**src/rtl/uart_rx_fifo.sv**
```systemverilog
`default_nettype none
// ============================================================================
// Module   : uart_rx_fifo
// Purpose  : 8N1 UART receiver feeding a first-word-fall-through byte FIFO
//            that drains through a valid/ready interface.
// Ports    : clk_i          - system clock, rising edge
//            rst_n_i        - asynchronous active-low reset
//            uart_rx_data_i - serial input, idles high, asynchronous
//            m_data_o       - byte at the FIFO head
//            m_valid_o      - FIFO non-empty
//            m_ready_i      - consumer pops the head on valid && ready
//            rx_busy_o      - receiver is inside a frame
//            frame_err_o    - one-cycle pulse, stop bit sampled low
//            overrun_o      - sticky, good byte dropped because FIFO full
//            err_clr_i      - clears overrun_o (a new overrun wins)
//            fifo_count_o   - current FIFO occupancy
// Revision : 1.0 - initial release
// ============================================================================
module uart_rx_fifo #(
   parameter int CLKS_PER_BIT = 16,
   parameter int FIFO_DEPTH   = 8
) (
   input  logic                          clk_i,
   input  logic                          rst_n_i,
   input  logic                          uart_rx_data_i,
   output logic [7:0]                    m_data_o,
   output logic                          m_valid_o,
   input  logic                          m_ready_i,
   output logic                          rx_busy_o,
   output logic                          frame_err_o,
   output logic                          overrun_o,
   input  logic                          err_clr_i,
   output logic [$clog2(FIFO_DEPTH):0]   fifo_count_o
);

   localparam int AW = $clog2(FIFO_DEPTH);
   localparam int CW = AW + 1;
   localparam int BW = $clog2(CLKS_PER_BIT);

   localparam logic [BW-1:0] HALF_CNT = BW'(CLKS_PER_BIT / 2 - 1);
   localparam logic [BW-1:0] LAST_CNT = BW'(CLKS_PER_BIT - 1);
   localparam logic [CW-1:0] DEPTH_C  = CW'(FIFO_DEPTH);

   typedef enum logic [1:0] {
      IDLE  = 2'd0,
      START = 2'd1,
      DATA  = 2'd2,
      STOP  = 2'd3
   } state_t;

   state_t          state;
   logic [BW-1:0]   baud_cnt;
   logic [2:0]      bit_idx;
   logic [7:0]      shift;
   logic            rx_meta;
   logic            rx_s;

   logic [7:0]      mem [FIFO_DEPTH];
   logic [AW-1:0]   wr_ptr;
   logic [AW-1:0]   rd_ptr;
   logic [CW-1:0]   count;

   logic            stop_sample;
   logic            push_req;
   logic            pop;
   logic            full;
   logic            push;
   logic            overrun_set;

   // Two-flop synchroniser, preset to the idle (high) line level.
   always_ff @(posedge clk_i or negedge rst_n_i) begin
      if (!rst_n_i) begin
         rx_meta <= 1'b1;
         rx_s    <= 1'b1;
      end else begin
         rx_meta <= uart_rx_data_i;
         rx_s    <= rx_meta;
      end
   end

   // A pop in the same cycle frees the slot the incoming byte needs.
   assign stop_sample = (state == STOP) && (baud_cnt == LAST_CNT);
   assign push_req    = stop_sample && rx_s;
   assign pop         = m_valid_o && m_ready_i;
   assign full        = (count == DEPTH_C);
   assign push        = push_req && (!full || pop);
   assign overrun_set = push_req && full && !pop;

   // Receiver FSM with its registered status outputs.
   always_ff @(posedge clk_i or negedge rst_n_i) begin
      if (!rst_n_i) begin
         state       <= IDLE;
         baud_cnt    <= '0;
         bit_idx     <= '0;
         shift       <= '0;
         frame_err_o <= 1'b0;
         overrun_o   <= 1'b0;
      end else begin
         frame_err_o <= stop_sample && !rx_s;

         if (overrun_set) begin
            overrun_o <= 1'b1;
         end else if (err_clr_i) begin
            overrun_o <= 1'b0;
         end

         case (state)
            IDLE: begin
               baud_cnt <= '0;
               bit_idx  <= '0;
               if (!rx_s) begin
                  state <= START;
               end
            end
            START: begin
               if (baud_cnt == HALF_CNT) begin
                  baud_cnt <= '0;
                  bit_idx  <= '0;
                  // A line that is high again at mid start bit was a glitch.
                  state    <= rx_s ? IDLE : DATA;
               end else begin
                  baud_cnt <= baud_cnt + BW'(1);
               end
            end
            DATA: begin
               if (baud_cnt == LAST_CNT) begin
                  baud_cnt        <= '0;
                  shift[bit_idx]  <= rx_s;
                  if (bit_idx == 3'd7) begin
                     state <= STOP;
                  end else begin
                     bit_idx <= bit_idx + 3'd1;
                  end
               end else begin
                  baud_cnt <= baud_cnt + BW'(1);
               end
            end
            STOP: begin
               // Leaving at mid stop bit lets a following start edge be
               // caught with no idle gap between frames.
               if (baud_cnt == LAST_CNT) begin
                  baud_cnt <= '0;
                  state    <= IDLE;
               end else begin
                  baud_cnt <= baud_cnt + BW'(1);
               end
            end
            default: begin
               state    <= IDLE;
               baud_cnt <= '0;
            end
         endcase
      end
   end

   assign rx_busy_o = (state != IDLE);

   // FIFO storage, pointers and occupancy.
   always_ff @(posedge clk_i or negedge rst_n_i) begin
      if (!rst_n_i) begin
         for (int i = 0; i < FIFO_DEPTH; i++) begin
            mem[i] <= '0;
         end
         wr_ptr <= '0;
         rd_ptr <= '0;
         count  <= '0;
      end else begin
         if (push) begin
            mem[wr_ptr] <= shift;
            wr_ptr      <= wr_ptr + AW'(1);
         end
         if (pop) begin
            rd_ptr <= rd_ptr + AW'(1);
         end
         case ({push, pop})
            2'b10:   count <= count + CW'(1);
            2'b01:   count <= count - CW'(1);
            default: count <= count;
         endcase
      end
   end

   assign m_valid_o    = (count != '0);
   assign m_data_o     = mem[rd_ptr];
   assign fifo_count_o = count;

endmodule
`default_nettype wire

```
**config.mk**
```make
export PLATFORM = sky130hd
export DESIGN_NAME = uart_rx_fifo
export DESIGN_NICKNAME = d
export VERILOG_FILES = /design/src/rtl/uart_rx_fifo.sv
export SDC_FILE = /design/constraint.sdc
export NUM_CORES = 1
export LEC_CHECK = 0
export BUFFER_PORTS_ARGS = -buffer_cell sky130_fd_sc_hd__buf_2
export CAP_MARGIN = 20
export CORE_ASPECT_RATIO = 0.9
export CORE_MARGIN = 1
export CORE_UTILIZATION = 50
export DETAILED_ROUTE_END_ITERATION = 8
export PLACE_DENSITY = 0.67
export SYNTH_ARGS = -nofsm -noshare
export SYNTH_HDL_FRONTEND = slang
export SYNTH_SLANG_ARGS = --single-unit
export TNS_END_PERCENT = 100
```
**constraint.sdc**
```tcl
create_clock -name clk_i -period 4 [get_ports clk_i]
set_clock_uncertainty 0.15 [all_clocks]
set_input_delay 0.8 -clock clk_i [delete_from_list [all_inputs] [get_ports clk_i]]
set_output_delay 0.8 -clock clk_i [all_outputs]
set_load 0.02 [all_outputs]
```
# After elaboration in Yosys (flattened, before gate mapping)
# Cells that the tools add are included.
[word_totals]
output_inout_bits = 16
input_bits = 5
reg_bits = 95
wordCells = 96
[op_classes]
addsub = 6
bitwise = 2
reduce_logical = 23
n_lt_le_gt_ge = 5
mux = 26
eq_ne = 15
[ops]
columns = ["cell", "n"]
rows = [
  ["bitwise mux 64 bit", 1],
  ["binary-select mux 8 bit (select 3 bit)", 1],
  ["demux 8 bit (select 3 bit)", 1],
  ["2-to-1 mux 8 bit", 3],
  ["2-to-1 mux 2 bit", 6],
  ["one-hot mux 4 bit (3 select lines)", 1],
  ["inequality test 2 bit (second input constant)", 5],
  ["adder 3 x 1 -> 3 bit (second input constant)", 3],
  ["logical AND 1 bit", 9],
  ["2-to-1 mux 3 bit", 3],
  ["one-hot mux 3 bit (3 select lines)", 1],
  ["adder 4 x 1 -> 4 bit (second input constant)", 2],
  ["bitwise mux 8 bit", 1],
  ["== test 4 bit (second input constant)", 2],
  [">= comparator 4 bit (second input constant)", 2],
  ["2-to-1 mux 4 bit", 2],
  ["inverter 3 -> 4 bit", 2],
  ["one-hot mux 2 bit (4 select lines)", 1],
  ["one-hot mux 4 bit (2 select lines)", 1],
  ["== test 2 bit (second input constant)", 3],
  ["nonzero test 2 bit", 3],
  ["AND reduction 5 bit", 1],
  ["== test 2 x 1 -> 1 bit (second input constant)", 2],
  ["== test 4 x 3 -> 1 bit (second input constant)", 1],
  ["16 further kinds", 20],
]

# Logic depth before layout (Yosys ltp)
# Gate-level depths: netlist of the first run.
[depth]
ltp_word = 6
mapped_depth = 11

# Worst setup path before layout of the first run
# OpenSTA, ideal clock, no wires.
[synth_path]
kind = "register to output"
from = "reg rd_ptr[0]"
to = "out m_data_o[0]"
t_arrival_ns = 1.948
path_slack_ns = 1.102
n_path_buf = 2
path_stages_with_launch = 5
cell_sequence = "dfrtp_1 > clkbuf_1 > buf_2 > mux4_2 > mux2_2"
[synth_via]
elab_chain_cells = 4
[synth_rtl]
columns = ["element", "line", "source"]
rows = [
  ["from (decl)", "60", "logic [AW-1:0] rd_ptr;"],
  ["from (signal assigned)", "173", "rd_ptr <= rd_ptr + AW'(1);"],
  ["inverter 3 -> 4 bit (implied by the code)", "184", "assign m_data_o = mem[rd_ptr];"],
  ["binary-select mux 8 bit (select 3 bit)", "184", ""],
  ["2-to-1 mux 8 bit (implied by the code) (2 in series)", "184", ""],
  ["to (decl)", "26", "output logic [7:0] m_data_o,"],
]
# No other way between the ends. The select of a mux whose other input is x is not followed.

# Final worst setup path of the first run
# Ends and elaborated chain as after synthesis.

==> results.json, run 1 <==
{
  "wl_mm": 8.337,
  "period_share_pct": 81.96,
  "fp.coreArea_um2": 8608,
  "area_growth_pct": 9.301,
  "clk_latency_ns": 0.36,
  "synth.most_common_cell": "dfrtp_1",
  "rows": 32,
  "fmax_mhz": 305.0,
  "grt_max_degree": 65,
  "setup_violations": 0,
  "dpl_worst_slack_ns": 1.033,
  "rsz0062_at_grt": "no",
  "fin_ws_ns": 0.7216,
  "final_net_count": 337,
  "crit_fanout": 10,
  "clock-sinks": 95,
  "top_layer_used": "met4",
  "cp-end-kind": "output port",
  "worstHoldPathType": "flip-flop to flip-flop",
  "vias": 2496,
  "gp_congestion": 0.7231,
  "ios": 21,
  "antenna_found_initial": 0,
  "syn_nets": 317,
  "cts.reportedPaths.clkPinSlew_ns": 0.09,
  "cts_hold_buffers": 0,
  "fin_area_um2": 4852,
  "numPortBuffers": 20,
  "netlist_instances": 304,
  "tightestPinTransition_ns": 0.8590,
  "route.met2.wl_mm": 3.957,
  "cts_resized": 0,
  "synth.top_cells.by_count": "93 x dfrtp_1, 84 x mux2_2, 16 x mux4_2",
  "multi_input_area_um2": 1967,
  "status": "complete, no violations",
  "post_dp_cell_area_um2": 4647,
  "yosysTopAreaCell": "dfrtp_1",
  "setup-tns-final_ns": 0,
  "synth_top_area_share_pct": 52.42,
  "synth_compound_area_share_pct": 1.776,
  "first_pass_iters": 4,
  "synth-simple-area-share_pct": 8.005,
  "grt_usage_pct": 20.56,
  "drt_iter0_drc": 81,
  "p_leak_nw": 2.321,
  "synth-xor-area-share_pct": 2.170,
  "grt_first_pass_wirelength_mm": 13.94,
  "dpl.hpwl_mm": 5.329,
  "synth_top_family_by_area": "multiplexers",
  "hold_viol": 0,
  "synth.area.mux_share_pct": 30.10,
  "relSlewSlack_pct": 42.49,
  "ys.flop_type": "dfrtp_1",
  "drive_gt1_share_pct": 46.65,
  "seq_area_frac_synth_pct": 53.61,
  "die_w_um": 101.3,
  "die_h_um": 91.39,
  "synth.area.top_cells": "dfrtp_1 52%, mux2_2 21%, mux4_2 8.1%, ha_1 2.3%, dfstp_2 1.2%",
  "ff_latch_area_um2": 2380,
  "clock_path_buffers": 2,
  "htree_levels": 3,
  "powerDensity_nw_per_um2": 460.3,
  "die_area_um2": 9260,
  "finalCriticalPeriod_ns": 3.278,
  "gr-total-overflow": 0,
  "async_reset_ff_share_pct": 100.0,
  "synth-edff-count": 0,
  "cts_buffers": 9,
  "start_util_pct": 51.57,
  "nFillCells": 707,
  "crit_type": "flip-flop to output port",
  "vias_per_cell": 5.584,
  "synth-seq-cells": 95,
  "power_mw": 2.233,
  "wirelength_met1_mm": 4.057,
  "antenna_cells": 0,
  "wl_per_cell_um": 18.65,
  "tritoncts": "done",
  "cts_setup_buffers": 0,
  "maxSlewViolCount": 0,
  "syn_avg_cell_area_um2": 14.60,
  "ys_types": 40,
  "critPathArrivalTime_ns": 2.33,
  "grt_pass1_vias": 2625,
  "netlist_area_um2": 4439,
  "final_antenna_net_count": 0,
  "ys_warn_count": 0,
  "drcViolationCount": 0,
  "clock-root-buffer": "clkbuf_8",
  "cp.required_ns": 3.05,
  "dr_wl_met3_um": 238,
  "ir_drop_mv": 0.3237,
  "synth_adder_area_share_pct": 2.255,
  "maxCapViolCount": 0,
  "crit_path_start_kind": "flip-flop"
}
==> routing by layer <==
layer	track usage [%]	vias up
met4	4.469	0
met2	32.82	24
li1	-	1147
met3	4.850	7
met5	0	-
met1	28.60	1318
==> kinds of logic (layout without fill, tap and decap cells) <==
kind of cell / after synthesis / after routing
buffers and inverters: 21 / 45
xor gates and xnor gates: 11 / 11
and+or+nand+nor: 55 / 55
DFF: 95 / 95
muxes: 103 / 103
AOI/OAI and AO/OA: 11 / 11
adders and majority gates: 8 / 8
==> power by group <==
group / internal, mW / switching, mW
clock network: 0.322 / 0.332
registers: 1.02 / 0.166
logic: 0.204 / 0.185
==> cells in the final DEF (no fill, tap or decap), types with 6 or more instances in the layout <==
cell type / Yosys / final
dfrtp_1: 93 / 93
ha_1: 8 / 8
mux4_2: 16 / 16
mux2_2: 84 / 84
nand2_1: 6 / 6
nor3_1: 6 / 6
inv_1: 7 / 7
xor2_1: 6 / 6
clkbuf_8: 0 / 11
buf_2: 5 / 19
nand3_1: 9 / 9
nor2_1: 11 / 11
==> flip-flops by register name, indices dropped and copies added (netlist names), named ones only <==
signal	cells
baud_cnt	4
bit_idx	3
fifo_count_o	4
frame_err_o	1
mem	64
overrun_o	1
rd_ptr	3
rx_meta	1
rx_s	1
shift	8
state	1
wr_ptr	3
==> cell type report <==
cell class	instances	share of cell area, %
clock buffer	11	3.120
clock inverter	4	1.109
inverter	7	0.5415
multi-input combinational	188	40.54
sequential	95	49.05
tap	119	3.069
timing repair buffer	23	2.579
==> worst paths after layout <==
kind | end | from | cells past startpoint | slack [ns]
setup / recovery | m_data_o[0] | rd_ptr[0]$_DFFE_PN0P_ | 4 | 0.72
hold / removal | rx_s$_DFF_PN1_ | rx_meta$_DFF_PN1_ | 0 | 0.22
setup reg to reg | mem[42]$_DFFE_PN0P_ | baud_cnt[0]$_DFF_PN0_ | 5 | 1.19
hold reg to reg | rx_s$_DFF_PN1_ | rx_meta$_DFF_PN1_ | 0 | 0.22
max in group asynchronous | mem[53]$_DFFE_PN0P_ | rst_n_i | 2 | 2.56
min in group asynchronous | baud_cnt[1]$_DFF_PN0_ | rst_n_i | 1 | 0.38
==> critical path, cell delays in order (launching register included) <==
cell	delay [ns]
dfrtp_1	0.68
buf_4	0.33
mux4_2	0.52
mux2_2	0.28
buf_2	0.16
==> metrics by stage <==
step | std cells | utilization, % | hold WS [ns]
2_1_floorplan | 304 | - | 0.1952
6_report | 447 | 56.37 | 0.2151
5_1_grt | 447 | 56.37 | 0.2308
3_5_place_dp | 432 | 53.98 | 0.2016
4_1_cts | 447 | 56.37 | 0.2137
3_3_place_gp | 432 | 53.98 | 0.1986
Note: power is estimated with default switching activity, not from simulation.
==> run 2: changes to the inputs <==
clock period = 3.14 ns   (was 4 ns; I/O delays follow)
==> results.json, run 2 (synthesis results as in run 1) <==
{
  "final_cell_mix": "93 x dfrtp_1, 84 x mux2_2, 19 x buf_2",
  "cts_setup_buffers": 0,
  "p_seq_share_pct": 52.5,
  "intPower_mw": 1.874,
  "setup_violations": 0,
  "grt_usage_pct": 19.87,
  "maxCapViolCount": 0,
  "tritoncts": "done",
  "antenna_cells": 0,
  "crit_type": "flip-flop to flip-flop",
  "ir_drop_mv": 0.4398,
  "cts.reportedPaths.clkPinSlew_ns": 0.09,
  "die_area_um2": 9260,
  "cts_buffers": 9,
  "drt_iter0_drc": 62,
  "period_share_pct": 88.16,
  "top_regs": "mem x64, shift x8",
  "clkPwrFrac_pct": 25.4,
  "setup-tns-final_ns": 0,
  "drcViolationCount": 0,
  "grt_max_degree": 47,
  "die_w_um": 101.3,
  "start_util_pct": 51.57,
  "tightestPinTransition_ns": 0.6054,
  "status": "complete, no violations",
  "vias_per_cell": 5.575,
  "rows": 32,
  "ios": 21,
  "rsz0062_at_grt": "no",
  "numPortBuffers": 20,
  "dp.cells": 441,
  "crit_fanout": 13,
  "final_net_count": 346,
  "cp-end-kind": "flip-flop",
  "crit_path_start_kind": "flip-flop",
  "clk_latency_ns": 0.35,
  "largest_reg_flops": 64,
  "sw_frac_of_total_pct": 31.88,
  "first_pass_iters": 4,
  "area_growth_pct": 10.17,
  "p_leak_nw": 2.348,
  "clock-root-buffer": "clkbuf_8",
  "critPathArrivalTime_ns": 2.85,
  "vias": 2542,
  "finalCriticalPeriod_ns": 2.768,
  "layout_commonest_cell": "dfrtp_1",
  "clock-sinks": 95,
  "grt_first_pass_wirelength_mm": 13.76,
  "cts_hold_buffers": 0,
  "utilization_pct": 56.82,
  "power.switching_mw": 0.8769,
  "fmax_mhz": 361.2,
  "grt_pass1_vias": 2622,
  "drive_gt1_share_pct": 47.77,
  "gp_congestion": 0.7737,
  "cts_resized": 0,
  "clock_path_buffers": 2,
  "maxSlewViolCount": 0,
  "layout.cells.non_filler": 456,
  "antenna_found_initial": 0,
  "wl_per_cell_um": 17.80,
  "dpl.hpwl_mm": 5.476,
  "htree_levels": 3,
  "wl_mm": 8.115,
  "regMostFlops": "mem",
  "gr-total-overflow": 0,
  "powerDensity_nw_per_um2": 562.4,
  "die_h_um": 91.39,
  "final_antenna_net_count": 0,
  "cp.required_ns": 3.22,
  "worstHoldPathType": "input port to async pin",
  "fp.coreArea_um2": 8608,
  "relSlewSlack_pct": 59.64,
  "pwr-share-comb_pct": 22.1,
  "hold_viol": 0
}
## run 2: worst paths after layout
path	depth (start not counted)	slack, ns	from	endpoint
worst max-delay path	10	0.37	baud_cnt[0]$_DFF_PN0_	fifo_count_o[2]$_DFFE_PN0P_
worst min-delay path	1	0.12	rst_n_i	mem[28]$_DFFE_PN0P_
worst max register to register	10	0.37	baud_cnt[0]$_DFF_PN0_	fifo_count_o[2]$_DFFE_PN0P_
worst min register to register	0	0.22	rx_meta$_DFF_PN1_	rx_s$_DFF_PN1_
max in group asynchronous	2	2.02	rst_n_i	rx_meta$_DFF_PN1_
min in group clk_i	0	0.22	rx_meta$_DFF_PN1_	rx_s$_DFF_PN1_
## run 2: critical path, cell delays in order (launching register included)
cell and delay, ns:
dfrtp_1 0.38, ha_1 0.27, nand3_2 0.14, a311o_2 0.54, ha_1 0.31, xor2_1 0.18
ha_1 0.19, a21oi_1 0.14, xor2_1 0.15, nor2_1 0.06, xor2_1 0.14
## run 2: final cells by class
cell class,instances,area (µm²)
inverters,7,26.28
multi-input cells,188,1967
fillers,716,3717
repair buffers,32,205.2
well taps,119,148.9
clock inverters,5,36.28
clock buffers,10,127.6
flip-flops and latches,95,2380
## run 2: routing by layer
layer  vias up  wire [µm]  GRT usage (%)
met3         8        169          4.080
li1       1174          -              -
met4         0         81          5.676
met2        31       3924          31.18
met5         -          0              0
met1      1329       3940          27.97
## run 2: through the flow
step | area, µm² | setup slack [ns] | power [mW] | hold WS, ns
after floorplan | 4439 | 0.4139 | 1.868 | 0.1824
after global placement | 4727 | 0.4421 | 2.071 | 0.2003
after detailed placement | 4727 | 0.3937 | 2.085 | 0.2050
after CTS | 4891 | 0.3717 | 2.787 | 0.1274
after global routing | 4891 | 0.1812 | 2.905 | 0.1497
final | 4891 | 0.3716 | 2.751 | 0.1201
## run 2: power groups by stage
stage                     Sequential [mW]  Combinational (mW)  Clock [mW]
final                                1.44               0.608       0.698
after global routing                 1.46               0.674       0.769
after CTS                            1.44               0.618       0.724
after detailed placement             1.47               0.619           0
after global placement               1.46               0.609           0
after floorplan                      1.44               0.429           0
